### src/rtl/mem_port_arbiter.sv
// Single-port memory arbiter: the IF stage (fetch) and the MEM stage (lw/sw)
// share one memory over a req/ready handshake. Data accesses win over fetch,
// the pipeline is stalled until its access completes, and a watchdog ends
// accesses the memory never acknowledges.
module mem_port_arbiter #(
    parameter int ADDR_W   = 32,
    parameter int DATA_W   = 32,
    parameter int MAX_WAIT = 15
) (
    input  logic              clk,
    input  logic              rst_n,
    // fetch port
    input  logic              if_req,
    input  logic [ADDR_W-1:0] if_addr,
    output logic [DATA_W-1:0] if_rdata,
    output logic              if_done,
    // data port
    input  logic              d_read,
    input  logic              d_write,
    input  logic [ADDR_W-1:0] d_addr,
    input  logic [DATA_W-1:0] d_wdata,
    output logic [DATA_W-1:0] d_rdata,
    output logic              d_done,
    // pipeline control
    output logic              stall,
    // memory side
    output logic              mem_req,
    output logic              mem_we,
    output logic [ADDR_W-1:0] mem_addr,
    output logic [DATA_W-1:0] mem_wdata,
    input  logic [DATA_W-1:0] mem_rdata,
    input  logic              mem_ready,
    output logic              err
);

    localparam int CW = $clog2(MAX_WAIT + 1);

    typedef enum logic [1:0] {
        IDLE,
        DATA,
        FETCH,
        DONE
    } state_t;

    state_t        state, state_nxt;
    logic [CW-1:0] wcnt;
    logic          cur_data;   // access in flight belongs to the data port
    logic          grant_d, grant_f, finish, timeout;

    // State register.
    // NOTE: every flop is written with <= so all registers update together at the edge.
    always_ff @(posedge clk or negedge rst_n) begin
        if (!rst_n) state <= IDLE;
        else        state <= state_nxt;
    end

    // Next-state logic: arbitration, completion and watchdog expiry.
    always_comb begin
        // NOTE: defaults first so no path through the case leaves a signal unassigned (no latches).
        state_nxt = state;
        grant_d   = 1'b0;
        grant_f   = 1'b0;
        finish    = 1'b0;
        timeout   = 1'b0;
        case (state)
            IDLE: begin
                if (d_read | d_write) begin
                    grant_d   = 1'b1;
                    state_nxt = DATA;
                end else if (if_req) begin
                    grant_f   = 1'b1;
                    state_nxt = FETCH;
                end
            end
            DATA, FETCH: begin
                // a real completion beats the watchdog in the same cycle
                if (mem_ready) begin
                    finish    = 1'b1;
                    state_nxt = DONE;
                end else if (wcnt == CW'(MAX_WAIT - 1)) begin
                    timeout   = 1'b1;
                    state_nxt = DONE;
                end
            end
            DONE:    state_nxt = IDLE;
            default: state_nxt = IDLE;
        endcase
    end

    // Memory request, captured read data, done pulses, watchdog and sticky error.
    always_ff @(posedge clk or negedge rst_n) begin
        if (!rst_n) begin
            mem_req   <= 1'b0;
            mem_we    <= 1'b0;
            mem_addr  <= '0;
            mem_wdata <= '0;
            if_rdata  <= '0;
            d_rdata   <= '0;
            if_done   <= 1'b0;
            d_done    <= 1'b0;
            err       <= 1'b0;
            wcnt      <= '0;
            cur_data  <= 1'b0;
        end else begin
            if_done <= 1'b0;
            d_done  <= 1'b0;
            if (grant_d || grant_f) begin
                // both d_read and d_write high is issued as a write
                mem_req   <= 1'b1;
                mem_we    <= grant_d & d_write;
                mem_addr  <= grant_d ? d_addr : if_addr;
                mem_wdata <= grant_d ? d_wdata : '0;
                cur_data  <= grant_d;
                wcnt      <= '0;
            end else if (finish || timeout) begin
                mem_req <= 1'b0;
                if (timeout) err <= 1'b1;
                if (cur_data) begin
                    d_done <= 1'b1;
                    if (!mem_we) d_rdata <= finish ? mem_rdata : '0;
                end else begin
                    if_done  <= 1'b1;
                    if_rdata <= finish ? mem_rdata : '0;
                end
            end else if (state == DATA || state == FETCH) begin
                wcnt <= wcnt + CW'(1);
            end
        end
    end

    // Freeze the pipeline while any held request has not yet seen its done pulse.
    assign stall = ((d_read | d_write) & ~d_done) | (if_req & ~if_done);

endmodule

### config.mk
export PLATFORM = sky130hd
export DESIGN_NAME = mem_port_arbiter
export DESIGN_NICKNAME = d
export VERILOG_FILES = /design/src/rtl/mem_port_arbiter.sv
export SDC_FILE = /design/constraint.sdc
export NUM_CORES = 1
export LEC_CHECK = 0
export ABC_AREA = 1
export CORE_ASPECT_RATIO = 0.6
export CORE_UTILIZATION = 39
export CTS_BUF_LIST = sky130_fd_sc_hd__clkbuf_8 sky130_fd_sc_hd__clkbuf_16
export DETAILED_ROUTE_END_ITERATION = 12
export PLACE_DENSITY_LB_ADDON = 0.08
export SLEW_MARGIN = 15
export SYNTH_ARGS = -nofsm -noshare
export SYNTH_HDL_FRONTEND = slang
export SYNTH_SLANG_ARGS = --single-unit
export TNS_END_PERCENT = 10
### constraint.sdc
create_clock -name clk -period 1.6 [get_ports clk]
set_clock_uncertainty 0.1 [all_clocks]
set_input_delay 0.24 -clock clk [delete_from_list [all_inputs] [get_ports clk]]
set_output_delay 0.24 -clock clk [all_outputs]
set_load 0.1 [all_outputs]
==> summary.md <==
| Metric | Value |
|---|---|
| WL final | 22110 µm |
| Die Wd | 165.0 µm |
| Routed vias | 6272 |
| WL/cell | 17.77 µm |
| CTS sink cnt | 140 |
| TritonCTS buffer count | 17 |
| Core area | 15460 µm² |
| Total gr overflow | 0 |
| RePlAce Congestion | 0.8175 |
| Io pins | 268 |
| Drt via density | 5.042 |
| Worst Max-Slew Pin Slew | 0.3909 ns |
| Largest cells by area after synthesis | dfrtp_1 (56%), nand2_1 (14%), nand3_1 (5.6%), o21ai_0 (3.8%), nand4_1 (3.4%) |
| Slew Viols, Final | 0 |
| Critical path data required time | 1.80 ns |
| Final hold vios | 0 |
| Die area | 16460 µm² |
| Dpl ws | -0.2615 ns |
| Global-route wire length before repair | 32690 µm |
| Synth cell types | 26 |
| Final period util | 109.8% |
| Post-DP HPWL | 14560 µm |
| Fill cells | 1044 |
| Synthesized cell area | 6215 µm² |
| Worst Hold Class | in2async |
| GRT Total Usage | 25.78% |
| Buf/Inv on CP | 3 |
| Share of flip-flops with an asynchronous set or reset | 100.0% |
| PnR worst setup slack | -0.1571 ns |
| Fmax | 569.1 MHz |
| Period minus WS final | 1.757 ns |
| Row cnt | 35 |
| Remaining DRCs | 0 |
| Layout area overhead | 90.13% |
| Diode count | 0 |
| CP delay by family, top | buffers and inverters |
| Vias in the first global route | 6197 |
| Critical Path Sink Type | flop |
| Setup TNS | -5.179 ns |
| Outcome | complete, but fails checks |
| Pin count of the biggest net entering global routing | 42 |
| Worst stage delay on the critical path | 0.40 ns |
| Nets | 1166 |
| Failing checks | setup timing |
| Setup violations, final | 65 |
| Clock latency on the worst-skew pair | 0.42 ns |
| Layout cell share with drive strength beyond 1 | 27.67% |
| I/O Buffers | 267 |
| Cell with the most instances after synthesis | nand2_1 |
| Syn Inst Count | 738 |
| Cell breakdown of the critical path | inv_2 -> ha_4 -> nand3_4 -> a21oi_4 -> buf_6 -> nand3_4 -> clkbuf_16 -> nand2_1 -> nand2_1 |
| Kind of critical path | reg2reg |
| # Max-Cap Violations | 0 |
| Starting Density | 40.20% |
| RSZ-0062 raised after global routing | yes |
| Yosys warning count | 0 |
| Clock Path Buffers | 2 |
| Worst-path maximum fanout | 8 |
| Antenna Nets Post-Route | 0 |
| Synthesized area per cell | 8.421 µm² |
| Part of the Yosys area used for sequential elements | 56.37% |
| Critical Path Source Type | flop |
| Arr. time, crit path | 1.96 ns |
| Reg clk slew, reported paths | 0.07 ns |
| Min Hold Slack | 0.2127 ns |
| Slowest-stage cell, CP | dfrtp_1 |
| Number of enable flip-flop cells after synthesis | 0 |
| Pre-antenna DRT Iters | 4 |
| Yosys top cell by area | dfrtp_1 |
| Area share of the largest cell type after synthesis | 56.37% |
| CTS tree | built |
| Synth top cells by count | nand2_1 (235), dfrtp_1 (140), nand3_1 (69), inv_1 (47), o21ai_0 (47) |
| Initial antenna violation count | 0 |
| Flip-flop and latch count after synthesis | 140 |
| Slew headroom | 73.94% |
| Clk root buf | clkbuf_16 |
| Top_reg_cell synth | dfrtp_1 |
| Initial DRC Count | 521 |
| Synthesized Nets | 876 |
| Die Height | 99.78 µm |
| H-tree levels | 4 |
-- timing repair --
item / 4_1_cts / 5_1_grt
gates resized for setup: 6 / 62
setup buffers: 2 / 3
pin swaps: 2 / 3
cloned: 0 / 7
hold endpoints to repair: 140 / 0
hold buffers: 1 / 0
endpoints found under the setup margin: 78 / 137
-- logic make-up after synthesis --
family / count (synthesis) / synth area share, %
flops: 140 / 56.37
simple gates: 379 / 26.41
compound gates: 112 / 9.523
buf+inv: 103 / 6.885
fa+ha+maj: 4 / 0.8053
-- per-stage QoR --
step / util [%] / instance area [µm²] / std cells
floorplan: - / 6235 / 738
global placement: 70.02 / 10820 / 1199
detailed placement: 70.02 / 10820 / 1199
CTS: 74.01 / 11440 / 1234
global route: 76.44 / 11820 / 1244
finish: 76.44 / 11820 / 1244
-- final timing paths --
check / from / end / slack (ns) / cells past startpoint
setup / recovery: wcnt[0]$_DFFE_PN0P_ / d_rdata[16]$_DFFE_PN0P_ / -0.16 / 9
hold / removal: rst_n / if_rdata[3]$_DFFE_PN0P_ / 0.21 / 2
setup reg to reg: wcnt[0]$_DFFE_PN0P_ / d_rdata[16]$_DFFE_PN0P_ / -0.16 / 9
hold reg to reg: mem_wdata[23]$_DFFE_PN0P_ / mem_wdata[23]$_DFFE_PN0P_ / 0.43 / 2
max in group asynchronous: rst_n / mem_addr[23]$_DFFE_PN0P_ / 0.67 / 3
min in group clk: d_wdata[20] / mem_wdata[20]$_DFFE_PN0P_ / 0.27 / 3
-- flip-flops by register name (all words and copies together), names as in the netlist --
name       flops
if_done        1
err            1
mem_addr      32
state          2
mem_req        1
cur_data       1
d_rdata       32
if_rdata      32
mem_we         1
mem_wdata     32
d_done         1
wcnt           4
-- worst register-to-register path, cell delays in order (launching register included) --
cell and delay [ns]:
dfrtp_1 0.40, inv_2 0.09, ha_4 0.14, nand3_4 0.09, a21oi_4 0.20, buf_6 0.14
nand3_4 0.14, clkbuf_16 0.22, nand2_1 0.07, nand2_1 0.06
-- placed cells by master (no fill, tap or decap), types with 2 or more instances in the layout --
cell / n
buf_12: 153
nand3_4: 2
o21ai_0: 44
inv_2: 6
nand4_1: 34
dfrtp_1: 137
nand2_4: 6
nand2_1: 196
clkinv_4: 5
buf_4: 25
nor2_1: 35
inv_6: 4
inv_1: 42
ha_4: 3
nand2_2: 35
clkinvlp_4: 3
buf_6: 7
nand3_1: 67
clkdlybuf4s50_1: 132
o21ai_1: 28
a21oi_4: 2
a21oi_1: 33
dfrtp_2: 2
clkbuf_16: 22
clkbuf_8: 2
-- area by class of cell --
class / instances / area [µm²] / share of cell area (%)
tap: 203 / 254.0 / 2.150
sequential: 140 / 3510 / 29.70
timing repair buffer: 324 / 4801 / 40.63
inverter: 50 / 190.2 / 1.609
clock inverter: 13 / 106.4 / 0.9000
multi-input combinational: 495 / 2502 / 21.18
clock buffer: 19 / 452.9 / 3.833
-- per-layer routing --
metal  track usage, %  wire length [µm]
met1            33.77              9440
met2            40.34             10090
met3            9.008              2356
met4            7.692               221
met5                0                 0
Power is not shown: default switching activity piles up to over one toggle a cycle in this logic, so the estimate is an artifact.
